--- config.mk ---
export PLATFORM = sky130hd
export DESIGN_NAME = uart_rx_byte
export DESIGN_NICKNAME = d
export VERILOG_FILES = /design/src/rtl/uart_rx_byte.sv
export SDC_FILE = /design/constraint.sdc
export NUM_CORES = 1
export LEC_CHECK = 0
export CORE_MARGIN = 2
export CORE_UTILIZATION = 50
export DETAILED_ROUTE_END_ITERATION = 12
export GPL_TIMING_DRIVEN = 0
export PLACE_DENSITY = 0.69
export SLEW_MARGIN = 0
export SYNTH_ARGS = -nofsm -noshare
export SYNTH_HDL_FRONTEND = slang
export SYNTH_SLANG_ARGS = --single-unit
--- constraint.sdc ---
create_clock -name clock -period 5 [get_ports clock]
set_input_delay 0.5 -clock clock [delete_from_list [all_inputs] [get_ports clock]]
set_output_delay 0.5 -clock clock [all_outputs]
set_load 0.02 [all_outputs]
--- src/rtl/uart_rx_byte.sv ---
// 8N1 UART deserialiser with frame-error and end-of-input idle pulses; rx_valid ~2+CLKS_PER_BIT/2+9*CLKS_PER_BIT+1 cycles after start edge.
// No backpressure: every output is a one-cycle pulse, and rx_data holds its value until the next good byte.
module uart_rx_byte #(
    parameter int CLKS_PER_BIT = 868,
    parameter int IDLE_BITS    = 20
) (
    input  logic       clock,
    input  logic       clear_n,
    input  logic       uart_rx,
    output logic [7:0] rx_data,
    output logic       rx_valid,
    output logic       frame_error,
    output logic       rx_idle
);

    localparam int CW         = $clog2(CLKS_PER_BIT);
    localparam int IDLE_LIMIT = IDLE_BITS * CLKS_PER_BIT;
    localparam int IW         = $clog2(IDLE_LIMIT + 1);

    localparam logic [CW-1:0] HALF_M1  = CW'(CLKS_PER_BIT / 2 - 1);
    localparam logic [CW-1:0] FULL_M1  = CW'(CLKS_PER_BIT - 1);
    localparam logic [IW-1:0] IDLE_MAX = IW'(IDLE_LIMIT);
    localparam logic [IW-1:0] IDLE_M1  = IW'(IDLE_LIMIT - 1);

    typedef enum logic [2:0] {
        S_IDLE,
        S_START,
        S_DATA,
        S_STOP,
        S_BREAK
    } state_t;

    state_t        state_q, state_d;
    logic          rx_meta, rxs;
    logic [CW-1:0] bit_cnt_q, bit_cnt_d;
    logic [2:0]    bit_idx_q, bit_idx_d;
    logic [7:0]    shift_q, shift_d;
    logic [7:0]    data_d;
    logic          valid_d, ferr_d, idle_d;
    logic          idle_armed, armed_d;
    logic [IW-1:0] idle_cnt, idle_cnt_d;

    // Synchroniser presets high so reset release never looks like a start bit.
    always_ff @(posedge clock or negedge clear_n) begin
        if (!clear_n) begin
            rx_meta     <= 1'b1;
            rxs         <= 1'b1;
            state_q     <= S_IDLE;
            bit_cnt_q   <= '0;
            bit_idx_q   <= '0;
            shift_q     <= '0;
            rx_data     <= '0;
            rx_valid    <= 1'b0;
            frame_error <= 1'b0;
            rx_idle     <= 1'b0;
            idle_armed  <= 1'b0;
            idle_cnt    <= '0;
        end else begin
            rx_meta     <= uart_rx;
            rxs         <= rx_meta;
            state_q     <= state_d;
            bit_cnt_q   <= bit_cnt_d;
            bit_idx_q   <= bit_idx_d;
            shift_q     <= shift_d;
            rx_data     <= data_d;
            rx_valid    <= valid_d;
            frame_error <= ferr_d;
            rx_idle     <= idle_d;
            idle_armed  <= armed_d;
            idle_cnt    <= idle_cnt_d;
        end
    end

    always_comb begin
        state_d    = state_q;
        bit_cnt_d  = bit_cnt_q + CW'(1);
        bit_idx_d  = bit_idx_q;
        shift_d    = shift_q;
        data_d     = rx_data;
        valid_d    = 1'b0;
        ferr_d     = 1'b0;
        idle_d     = 1'b0;
        armed_d    = idle_armed;
        idle_cnt_d = idle_cnt;

        case (state_q)
            S_IDLE: begin
                bit_cnt_d = '0;
                if (!rxs) state_d = S_START;
            end
            S_START: begin
                if (bit_cnt_q == HALF_M1) begin
                    bit_cnt_d = '0;
                    bit_idx_d = '0;
                    state_d   = rxs ? S_IDLE : S_DATA;
                end
            end
            S_DATA: begin
                if (bit_cnt_q == FULL_M1) begin
                    bit_cnt_d = '0;
                    shift_d   = {rxs, shift_q[7:1]};
                    bit_idx_d = bit_idx_q + 3'd1;
                    if (bit_idx_q == 3'd7) state_d = S_STOP;
                end
            end
            S_STOP: begin
                // Sampled mid-stop-bit, so a back-to-back start edge is still ahead.
                if (bit_cnt_q == FULL_M1) begin
                    bit_cnt_d = '0;
                    if (rxs) begin
                        data_d  = shift_q;
                        valid_d = 1'b1;
                        armed_d = 1'b1;
                        state_d = S_IDLE;
                    end else begin
                        ferr_d  = 1'b1;
                        state_d = S_BREAK;
                    end
                end
            end
            S_BREAK: begin
                bit_cnt_d = '0;
                if (rxs) state_d = S_IDLE;
            end
            default: begin
                bit_cnt_d = '0;
                state_d   = S_IDLE;
            end
        endcase

        // Idle pulse fires on the transition into saturation, once per armed gap.
        if (!rxs) begin
            idle_cnt_d = '0;
        end else if (state_q == S_IDLE && idle_cnt != IDLE_MAX) begin
            idle_cnt_d = idle_cnt + IW'(1);
            if (idle_cnt == IDLE_M1 && idle_armed) begin
                idle_d  = 1'b1;
                armed_d = 1'b0;
            end
        end
    end

endmodule
==> results of run 1 <==
==> per-layer routing <==
layer | global-route usage | up-vias | share of wire
met5 | 0 | - | 0
met4 | 0.0734 | 0 | 0.015
met3 | 0.0442 | 7 | 0.034
met2 | 0.312 | 35 | 0.47
met1 | 0.239 | 821 | 0.48
li1 | - | 866 | -
==> layout by cell type, fill, tap and decap left out, drive strengths merged, types with 2 or more instances in the layout <==
cell	count
a21oi	4
a22o	3
and4	3
buf	6
clkbuf	10
clkdlybuf4s50	12
dfrtp	51
dfstp	2
ha	6
inv	8
mux2	9
mux2i	3
nand2	38
nand3	8
nand4	7
nand4b	3
nor2	25
nor2b	3
nor3	6
nor3b	3
nor4	8
nor4bb	2
o21ai	6
or3	4
xnor2	15
xor2	2
==> layout make-up <==
| cell class | count | area, sq um |
|---|---|---|
| tap | 67 | 83.8 |
| inverter | 8 | 30.0 |
| sequential | 53 | 1330 |
| clock buffer | 6 | 82.6 |
| buffer | 8 | 50.0 |
| timing repair buffer | 14 | 145 |
| fill | 397 | 1920 |
| multi-input combinational | 170 | 1110 |
| clock inverter | 2 | 37.5 |
==> synth_stat cells, drive strengths merged <==
cell type | n | area, sq um
a21boi | 1 | 11.3
a21o | 1 | 7.51
a21oi | 4 | 20.0
a22o | 3 | 26.3
a2bb2oi | 1 | 8.76
and2 | 1 | 6.26
and3 | 1 | 6.26
and4 | 3 | 26.3
buf | 4 | 35.0
clkbuf | 4 | 15.0
dfrtp | 51 | 1280
dfstp | 2 | 52.6
ha | 6 | 75.1
inv | 8 | 30.0
mux2 | 9 | 101
mux2i | 3 | 30.0
nand2 | 38 | 143
nand2b | 1 | 6.26
nand3 | 8 | 40.0
nand4 | 7 | 43.8
nand4b | 3 | 26.3
nand4bb | 1 | 11.3
nor2 | 25 | 93.8
nor2b | 3 | 18.8
nor3 | 6 | 30.0
nor3b | 3 | 22.5
nor4 | 8 | 71.3
nor4b | 1 | 8.76
nor4bb | 2 | 20.0
o21ai | 6 | 30.0
o31ai | 1 | 7.51
o41ai | 1 | 16.3
or3 | 4 | 25.0
or3b | 1 | 11.3
or4b | 1 | 13.8
xnor2 | 15 | 131
xor2 | 2 | 17.5
==> logic make-up (layout without fill, tap and decap cells) <==
group           count (synthesis)  in the layout  synth area share
buf+inv                        16             38            0.0318
compound gates                 18             18            0.0507
flops                          53             53             0.528
fa+ha+maj                       6              6            0.0298
simple gates                  117            117             0.248
xor+xnor                       17             17            0.0592
mux                            12             12            0.0522
==> state kept, by name, summed over array words and instances, names as in the netlist <==
signal,count
idle_cnt,15
bit_cnt_q,10
rx_data,8
shift_q,8
bit_idx_q,3
state_q,3
frame_error,1
idle_armed,1
rx_idle,1
rx_meta,1
rx_valid,1
rxs,1
==> worst max-delay path, cell delays in order, from the launching register on <==
cell and delay [ps]:
dfrtp_1 460, or3b_4 440, o41ai_2 480, a21boi_2 500, nor2_1 100
==> power by group <==
part	total [mW]	internal (mW)	switching, mW	leakage [nW]
combinational	0.0150	0.00330	0.0117	0.475
sequential	0.430	0.430	0.000463	0.719
clock	0.299	0.163	0.136	0.0574
total	0.744	0.596	0.148	1.25
==> worst min-delay path by stage <==
stage,cells after the start,from,endpoint
after floorplan,0,clear_n,bit_cnt_q[0]$_DFF_PN0_
after global placement,0,rx_meta$_DFF_PN1_,rxs$_DFF_PN1_
after detailed placement,0,rx_meta$_DFF_PN1_,rxs$_DFF_PN1_
after CTS,1,clear_n,idle_cnt[10]$_DFFE_PN0P_
after global routing,1,clear_n,idle_cnt[10]$_DFFE_PN0P_
final,1,clear_n,idle_cnt[10]$_DFFE_PN0P_
==> through the flow <==
stage | util | std cells | area, sq um | worst slack [ps] | power [mW]
floorplan | - | 239 | 2520 | 3150 | 0.442
global placement | 0.570 | 319 | 2730 | 1860 | 0.453
detailed placement | 0.574 | 320 | 2750 | 2910 | 0.454
CTS | 0.599 | 328 | 2870 | 2900 | 0.760
global route | 0.599 | 328 | 2870 | 2620 | 0.778
finish | 0.599 | 328 | 2870 | 2890 | 0.744
==> impl_metrics.toml, run 1 <==
[status]
status = "complete, no violations"

[die]
ioPinCount = 14
die_height_um = 74.9
die_area_sq_um = 5620
core_sq_um = 4790
die_w_um = 74.9
rows = 25
initial_core_util = 0.526

[synth]
synth_cell_types = 41
yosysSeqAreaShare = 0.528
synth_warnings = 0
avgSynthCellArea_sq_um = 10.5
ys_ff_latch = 53
syn_area_sq_um = 2520
netlist_instances = 239
synth_nets = 248

[worst_setup_path]
rr_worst_depth = 4
cp-end-kind = "flop"
reg2reg_from = "bit_cnt_q[2]$_DFF_PN0_"
path_class = "flop to flop"
crit_arrival_ps = 2280
cp_max_fo = 10
crit_path_end = "bit_cnt_q[4]$_DFF_PN0_"
r2r-end = "bit_cnt_q[4]$_DFF_PN0_"
r2r_slack_ps = 2890
setup.worst_path.start = "bit_cnt_q[2]$_DFF_PN0_"
startpoint_type = "flop"
required_ps = 5170

[detailed_routing]
drt_pass1_iterations = 5
wl_per_cell_um = 13.8
viasPerCell = 5.27
wl_mm = 4.52
vias = 1729
drc = 0
drt_iter0_markers = 112
ant_nets = 0

[clock_tree]
cts_tree = "done"
postCtsResizedCells = 0
postCtsSetupBuffers = 0
cts_buffers = 5
holdBufCountCts = 0
clk_latency_ps = 310
cts.sinks = 53
htreeDepth = 2
cts_buffer_depth = 2
clockRootBuffer = "clkbuf_8"
cts.clk_slew.worst_paths_ps = 90

[timing]
skew_ps = 8.84
worst_slew_pin_slew_ps = 661
hold_slack_ps = 132
slew_viol_final = 0
period_share = 0.421
finalSetupTns_ps = 0
maxSlewHeadroom = 0.556
hold_viol_final = 0
max_freq_mhz = 475
min_period_ps = 2110
grt_setup_unrepaired = "false"
finalSetupViolCount = 0

[grt]
antenna_found_initial = 0
grt_pass1_vias = 1794
grt_overflow = 0
grt_pass1_wl_mm = 7.98
grt_max_degree = 35
track_usage = 0.188

[placed_design]
dp_hpwl_mm = 3.17
portBuffers = 13
globalplace.congestion = 0.791

[job]
cap_violations = 0

[final_layout]
drive_above_1_share = 0.119
final_nets = 269
diodes = 0
area_growth_pct = 13.9

[worst_hold_path]
hold_path.class = "input pin to async pin"

[power]
p_per_area_nw_per_um2 = 260
vdd_ir_drop_max_mv = 0.168
p_leak_nw = 1.25
Power figures use the tool's default switching activity.
==> run 2, diff against run 1 <==
clock period = 2 ns   (was 5 ns; I/O delays follow)
==> impl_metrics.toml, run 2 (same netlist as run 1, synthesis figures left out) <==
[final_layout]
mostFrequentLayoutCell = "dfrtp_1"
mostFrequentLayoutCells = "51 x dfrtp_1, 38 x nand2_1, 25 x nor2_1"
nFillCells = 387
final_cell_area_sq_um = 2950
area_growth_pct = 17.3
drive_above_1_share = 0.144
largest_register_ffs = 15
finalNonFillerCells = 330
final_util = 0.616
regMostFlops = "idle_cnt"
largestRegisters = "idle_cnt x15, bit_cnt_q x10"
diodes = 0
final_nets = 271

[timing]
slew_viol_final = 0
finalSetupTns_ps = 0
hold_viol_final = 0
period_share = 0.946
max_freq_mhz = 529
worst_slew_pin_slew_ps = 614
min_period_ps = 1890
skew_ps = 10.1
hold_slack_ps = 291
maxSlewHeadroom = 0.590
finalSetupViolCount = 0

[grt]
track_usage = 0.189
grt_pass1_vias = 1811
grt_overflow = 0
grt_max_degree = 35
antenna_found_initial = 0
grt_pass1_wl_mm = 8.03

[die]
rows = 25
die_height_um = 74.9
die_w_um = 74.9
core_sq_um = 4790
ioPinCount = 14
initial_core_util = 0.526
die_area_sq_um = 5620

[worst_setup_path]
path_class = "flop to flop"
required_ps = 2190
startpoint_type = "flop"
cp-end-kind = "flop"
setup.worst_path.start = "bit_cnt_q[2]$_DFF_PN0_"
cp_max_fo = 10
reg2reg_from = "bit_cnt_q[2]$_DFF_PN0_"
crit_arrival_ps = 2080

[worst_hold_path]
hold_path.class = "input pin to flop"
min_from = "uart_rx"

[clock_tree]
cts_tree = "done"
clockRootBuffer = "clkbuf_8"
cts.sinks = 53
htreeDepth = 2
clk_latency_ps = 310
cts.clk_slew.worst_paths_ps = 90
cts_buffers = 5
cts_buffer_depth = 2

[detailed_routing]
vias = 1738
drt_iter0_markers = 114
wl_mm = 4.65
viasPerCell = 5.27
drc = 0
drt_pass1_iterations = 4
wl_per_cell_um = 14.1
ant_nets = 0

[placed_design]
portBuffers = 13
postPlaceCellArea_sq_um = 2750
dp_hpwl_mm = 3.17
placed_cells = 320
globalplace.congestion = 0.791

[power]
p_leak_nw = 1.32
p_per_area_nw_per_um2 = 633
vdd_ir_drop_max_mv = 0.420

[status]
status = "complete, no violations"

[job]
cap_violations = 0
-- run 2: changes by cell type in the layout (fill, tap and decap cells not counted), sizes merged --
cell and change:
dlygate4sd3 +1, clkbuf -1, buf +2
-- run 2: worst paths after layout --
path / endpoint / slack [ps] / cells past startpoint
min: rx_meta$_DFF_PN1_ / 290 / 1
max: bit_cnt_q[6]$_DFF_PN0_ / 110 / 4
min in group asynchronous: idle_cnt[10]$_DFFE_PN0P_ / 370 / 2
max reg2reg: bit_cnt_q[6]$_DFF_PN0_ / 110 / 4
max in group asynchronous: rxs$_DFF_PN1_ / 1010 / 3
min reg2reg: rxs$_DFF_PN1_ / 360 / 0
-- run 2: layer usage --
layer  routed length (um)  global-route usage
met5                    0                   0
met1                 2200               0.241
met4                   68              0.0833
met3                  113              0.0442
met2                 2280               0.307
-- run 2: report_power, final --
group          leakage, nW  internal [mW]  switching, mW
registers            0.719           1.07        0.00106
logic                0.543        0.00953         0.0292
clock network       0.0574          0.407          0.346
-- run 2: timing repair --
| action | in CTS | in global routing |
|---|---|---|
| gates resized for setup | 3 | 7 |
| buffers inserted | 2 | 0 |
| endpoints found under the hold margin | 19 | 0 |
| pin swaps | 1 | 1 |
| endpoints found under the setup margin | 20 | 18 |
| hold buffers | 1 | 0 |
-- run 2: area by class of cell --
| cell class | count | area, sq um | share of cell area |
|---|---|---|---|
| flip-flops and latches | 53 | 1330 | 0.450 |
| well taps | 67 | 83.8 | 0.0284 |
| repair buffers | 17 | 170 | 0.0577 |
| clock buffers | 6 | 82.6 | 0.0280 |
| inverters | 8 | 30.0 | 0.0102 |
| multi-input cells | 170 | 1170 | 0.397 |
| clock inverters | 2 | 37.5 | 0.0127 |
| plain buffers | 7 | 46.3 | 0.0157 |
-- run 2: worst max-delay path: stages (launching register included) --
cell      delay (ps)
dfrtp_1          470
or3b_4           460
o41ai_4          360
a21boi_4         390
nor2_1           100
-- run 2: stage by stage --
stage	setup WS [ps]	power (mW)
CTS	25.2	1.90
detailed placement	-85.6	1.14
finish	108	1.87
global placement	-837	1.13
global route	-3.58	1.95
floorplan	148	1.10
==> run 3, diff against run 2 <==
TNS_END_PERCENT = 30   (was default)
==> impl_metrics.toml, run 3 (same netlist as run 1, synthesis figures left out) <==
[status]
status = "complete, no violations"

[timing]
maxSlewHeadroom = 0.590
max_freq_mhz = 530
period_share = 0.943
layout_setup_ws_ps = 114
hold_viol_final = 0
hold_slack_ps = 290
skew_ps = 9.68
finalSetupViolCount = 0
worst_slew_pin_slew_ps = 614
slew_viol_final = 0
min_period_ps = 1890

[grt]
grt_overflow = 0
track_usage = 0.189
antenna_found_initial = 0
grt_max_degree = 35
grt_pass1_wl_mm = 8.03
grt_pass1_vias = 1811

[power]
p_per_area_nw_per_um2 = 633
finalPower_mw = 1.87
p_leak_nw = 1.32
vdd_ir_drop_max_mv = 0.421

[worst_setup_path]
cp_max_fo = 10
crit_path_cell_trace = "buf_4 > or4b_4 > buf_6 > nor4_2 > xnor2_1 > nor2_1"
startpoint_type = "flop"
critPathBufInv = 2
max_stage_delay_ps = 520
required_ps = 2190
slowest_stage = "or4b_4"
path_delay_family = "simple AND/OR/NAND/NOR gates"
cp-end-kind = "flop"
crit_arrival_ps = 2070
path_class = "flop to flop"

[final_layout]
largestRegisters = "idle_cnt x15, bit_cnt_q x10"
final_util = 0.616
mostFrequentLayoutCell = "dfrtp_1"
final_cell_area_sq_um = 2950
diodes = 0
drive_above_1_share = 0.144
largest_register_ffs = 15
regMostFlops = "idle_cnt"
area_growth_pct = 17.3
final_nets = 271
mostFrequentLayoutCells = "51 x dfrtp_1, 38 x nand2_1, 25 x nor2_1"

[clock_tree]
cts.clk_slew.worst_paths_ps = 100
htreeDepth = 2
cts_tree = "done"
cts_buffers = 5
clockRootBuffer = "clkbuf_8"
cts_buffer_depth = 2
clk_latency_ps = 310
cts.sinks = 53

[placed_design]
dp_worst_setup_slack_ps = -85.6
globalplace.congestion = 0.791
postPlaceCellArea_sq_um = 2750
portBuffers = 13
dp_hpwl_mm = 3.17

[job]
cap_violations = 0

[detailed_routing]
ant_nets = 0
drt_iter0_markers = 136
drt_pass1_iterations = 4
wl_mm = 4.65
wl_per_cell_um = 14.1
vias = 1750
drc = 0
viasPerCell = 5.30

[die]
ioPinCount = 14
die_area_sq_um = 5620
die_height_um = 74.9
die_w_um = 74.9
initial_core_util = 0.526
rows = 25
core_sq_um = 4790

[worst_hold_path]
hold_path.class = "input pin to flop"
==> run 3: cell counts in the layout (fill, tap and decap cells not counted) <==
Identical to the previous run, type by type.
==> run 3: layout make-up <==
cell class | count | area, sq um
Sequential cell | 53 | 1330
Clock buffer | 6 | 82.6
Inverter | 8 | 30.0
Fill cell | 387 | 1840
Clock inverter | 2 | 37.5
Buffer | 7 | 46.3
Timing Repair Buffer | 17 | 170
Tap cell | 67 | 83.8
Multi-Input combinational cell | 170 | 1170
==> run 3: through the flow <==
step | setup TNS [ps] | std cells
3_5_place_dp | -1290 | 320
3_3_place_gp | -44290 | 319
2_1_floorplan | 0 | 239
4_1_cts | 0 | 331
5_1_grt | -3.58 | 330
6_report | 0 | 330
==> run 3: worst paths after layout <==
path / depth (start not counted) / startpoint / slack, ps / endpoint
max: 6 / state_q[0]$_DFFE_PN0P_ / 110 / idle_cnt[12]$_DFFE_PN0P_
min: 1 / uart_rx / 290 / rx_meta$_DFF_PN1_
max reg2reg: 6 / state_q[0]$_DFFE_PN0P_ / 110 / idle_cnt[12]$_DFFE_PN0P_
min reg2reg: 0 / rx_meta$_DFF_PN1_ / 360 / rxs$_DFF_PN1_
max in group asynchronous: 3 / clear_n / 1020 / rxs$_DFF_PN1_
min in group asynchronous: 2 / clear_n / 370 / idle_cnt[10]$_DFFE_PN0P_
==> run 3: per-layer routing <==
layer / GRT usage / up-vias / part of all wire
li1: - / 874 / -
met1: 0.241 / 835 / 0.47
met2: 0.307 / 34 / 0.49
met5: 0 / - / 0
met4: 0.0833 / 0 / 0.014
met3: 0.0442 / 7 / 0.029
==> run 3: repair_timing <==
| action | CTS | global route |
|---|---|---|
| resized for setup | 3 | 7 |
| hold buffers | 1 | 0 |
| pin swaps | 1 | 1 |
| setup buffers | 2 | 0 |
| endpoints found under the setup margin | 20 | 18 |
| hold endpoints to repair | 19 | 0 |
==> run 3: power by group <==
part	internal [mW]	leakage, nW	total, mW	switching, mW
clock	0.407	0.0574	0.754	0.347
combinational	0.00953	0.543	0.0387	0.0292
sequential	1.07	0.719	1.08	0.00108
==> run 3: worst register-to-register path, delay by kind of cell, from the launching register on <==
| kind | cells | cell delay [ps] |
|---|---|---|
| and+or+nand+nor | 3 | 880 |
| DFF | 1 | 390 |
| buffers and inverters | 2 | 330 |
| xor gates and xnor gates | 1 | 160 |
==> RTL edit, RTL diff (settings of run 1) <==
Encoding of `state_t`: now one-hot (5 bits for 5 states).
--- a/src/rtl/uart_rx_byte.sv
+++ b/src/rtl/uart_rx_byte.sv
@@ -22,12 +22,12 @@
     localparam logic [IW-1:0] IDLE_MAX = IW'(IDLE_LIMIT);
     localparam logic [IW-1:0] IDLE_M1  = IW'(IDLE_LIMIT - 1);
 
-    typedef enum logic [2:0] {
-        S_IDLE,
-        S_START,
-        S_DATA,
-        S_STOP,
-        S_BREAK
+    typedef enum logic [4:0] {
+        S_IDLE  = 5'b00001,
+        S_START = 5'b00010,
+        S_DATA  = 5'b00100,
+        S_STOP  = 5'b01000,
+        S_BREAK = 5'b10000
     } state_t;
 
     state_t        state_q, state_d;
Check against the original RTL: no difference found for any inputs over 10 cycles, from zero or initial values; not proved beyond that.
==> RTL edit against run 1 <==
- routed wire length up 1.5%
- highest routed layer unchanged
- synthesized cell count down 5.9%
- largest cell class unchanged
- non-clock buffer count down 4
- clock skew up 2.7 ps
- count of clock-buffer cells in the layout down 1
- critical path depth up 1
- sequential cell count up 2
- critical endpoint is now rx_data[5]$_DFFE_PN0P_
- setup slack better by 160 ps
- synthesized area up 5.4%
- fmax up 8.2%
- utilization down 1.4 points
- design area up 4.1%
Power is not compared: it rests on default switching activity, and its combinational part moved more than twofold at a synthesized area within 25%.
==> RTL edit: results (changes against run 1) <==
Outcome
  – Outcome: finished clean (unchanged)

Place
  – Post-place setup slack: 3026 ps (was 2914 ps)
  – DP Wirelength: 3272 um (was 3171 um)
  – DP Area: 0.002884 mm^2 (was 0.002745 mm^2)

Route
  – Via/cell ratio: 5.470 (was 5.271)
  – Router iterations before antenna repair: 4 (was 5)
  – Final WL: 4584 um (was 4517 um)

Setup path
  – Worst setup path endpoint: rx_data[5]$_DFFE_PN0P_ (was bit_cnt_q[4]$_DFF_PN0_)
  – Worst r2r path cells: 5 (was 4)
  – Crit path launch: bit_cnt_q[0]$_DFF_PN0_ (was bit_cnt_q[2]$_DFF_PN0_)
  – Worst Path Arrival: 2160 ps (was 2280 ps)
  – CP top delay family: simple AND/OR/NAND/NOR gates (was compound AO/OA/AOI/OAI gates)
  – Slowest stage delay, CP: 400 ps (was 500 ps)
  – CP max stage cell: dfrtp_1 (was a21boi_2)
  – CP max FO: 9 (was 10)

STA
  – Layout Skew: 11.53 ps (was 8.839 ps)
  – Slew HR: 0.6563 (was 0.5560)
  – Hold_ws: 125.4 ps (was 132.2 ps)
  – Worst setup margin: 3055 ps (was 2894 ps)

Global route
  – Initial antenna violation count: 0 (unchanged)
  – GRT Total Usage: 0.1745 (was 0.1884)
  – First-pass GRT wire length: 8280 um (was 7983 um)
  – Vias in the first global route: 1698 (was 1794)
  – Pin count of the biggest net entering global routing: 37 (was 35)

Layout
  – Nets: 255 (was 269)
  – Fill cell count: 435 (was 397)

Yosys
  – Syn Nets: 234 (was 248)
  – Ranking of synthesized cells by area: dfrtp_1 (49%), mux2_2 (4.2%), mux2_1 (3.4%) (was dfrtp_1 (51%), nand2_1 (5.7%), xnor2_1 (5.2%))
  – Distinct cell type count after synthesis: 58 (was 41)

Clock network
  – Clock-pin slew on the worst setup and hold paths: 110 ps (was 90 ps)
  – Clk buf depth: 2 (unchanged)
[RTL edit: cell types whose count changed after synthesis, moves of 4 or more]
cell | before | now
nand2_1 | 38 | 11
and2_1 | 0 | 10
nor2_1 | 25 | 15
mux2_1 | 0 | 8
xor2_1 | 2 | 8
and3_1 | 1 | 6
xnor2_1 | 15 | 10
nand4_1 | 7 | 3
[RTL edit: area by class of cell]
type | instances | share of cell area
well taps | 70 | 0.02935
clock inverters | 3 | 0.01048
multi-input cells | 159 | 0.4092
flip-flops and latches | 55 | 0.4625
repair buffers | 14 | 0.04864
inverters | 7 | 0.008805
clock buffers | 5 | 0.02306
plain buffers | 4 | 0.007966
[RTL edit: where the power goes]
group          switching [mW]  leakage [nW]  internal [mW]
clock                   0.164        0.0526          0.108
sequential             0.0303         0.755          0.473
combinational           0.143         0.550         0.0970
[RTL edit: layer usage]
metal | up-vias | track usage | wire (um)
li1 | 846 | - | -
met1 | 863 | 0.2418 | 2199
met2 | 20 | 0.2737 | 2179
met3 | 5 | 0.04000 | 136
met4 | 0 | 0.05455 | 68
met5 | - | 0 | 0
[RTL edit: cells by family after synthesis]
family	Yosys count	share of synthesized area
xor gates and xnor gates	18	0.05946
DFF	55	0.5205
and+or+nand+nor	92	0.2166
buffers and inverters	11	0.01888
muxes	19	0.08023
AOI/OAI and AO/OA	24	0.07598
adders and majority gates	6	0.02831
[RTL edit: through the flow]
step                std cells  total power [mW]
floorplan                 225            0.6894
global placement          308            0.7455
detailed placement        309            0.7533
CTS                       317             1.029
global route              317             1.073
finish                    317             1.015
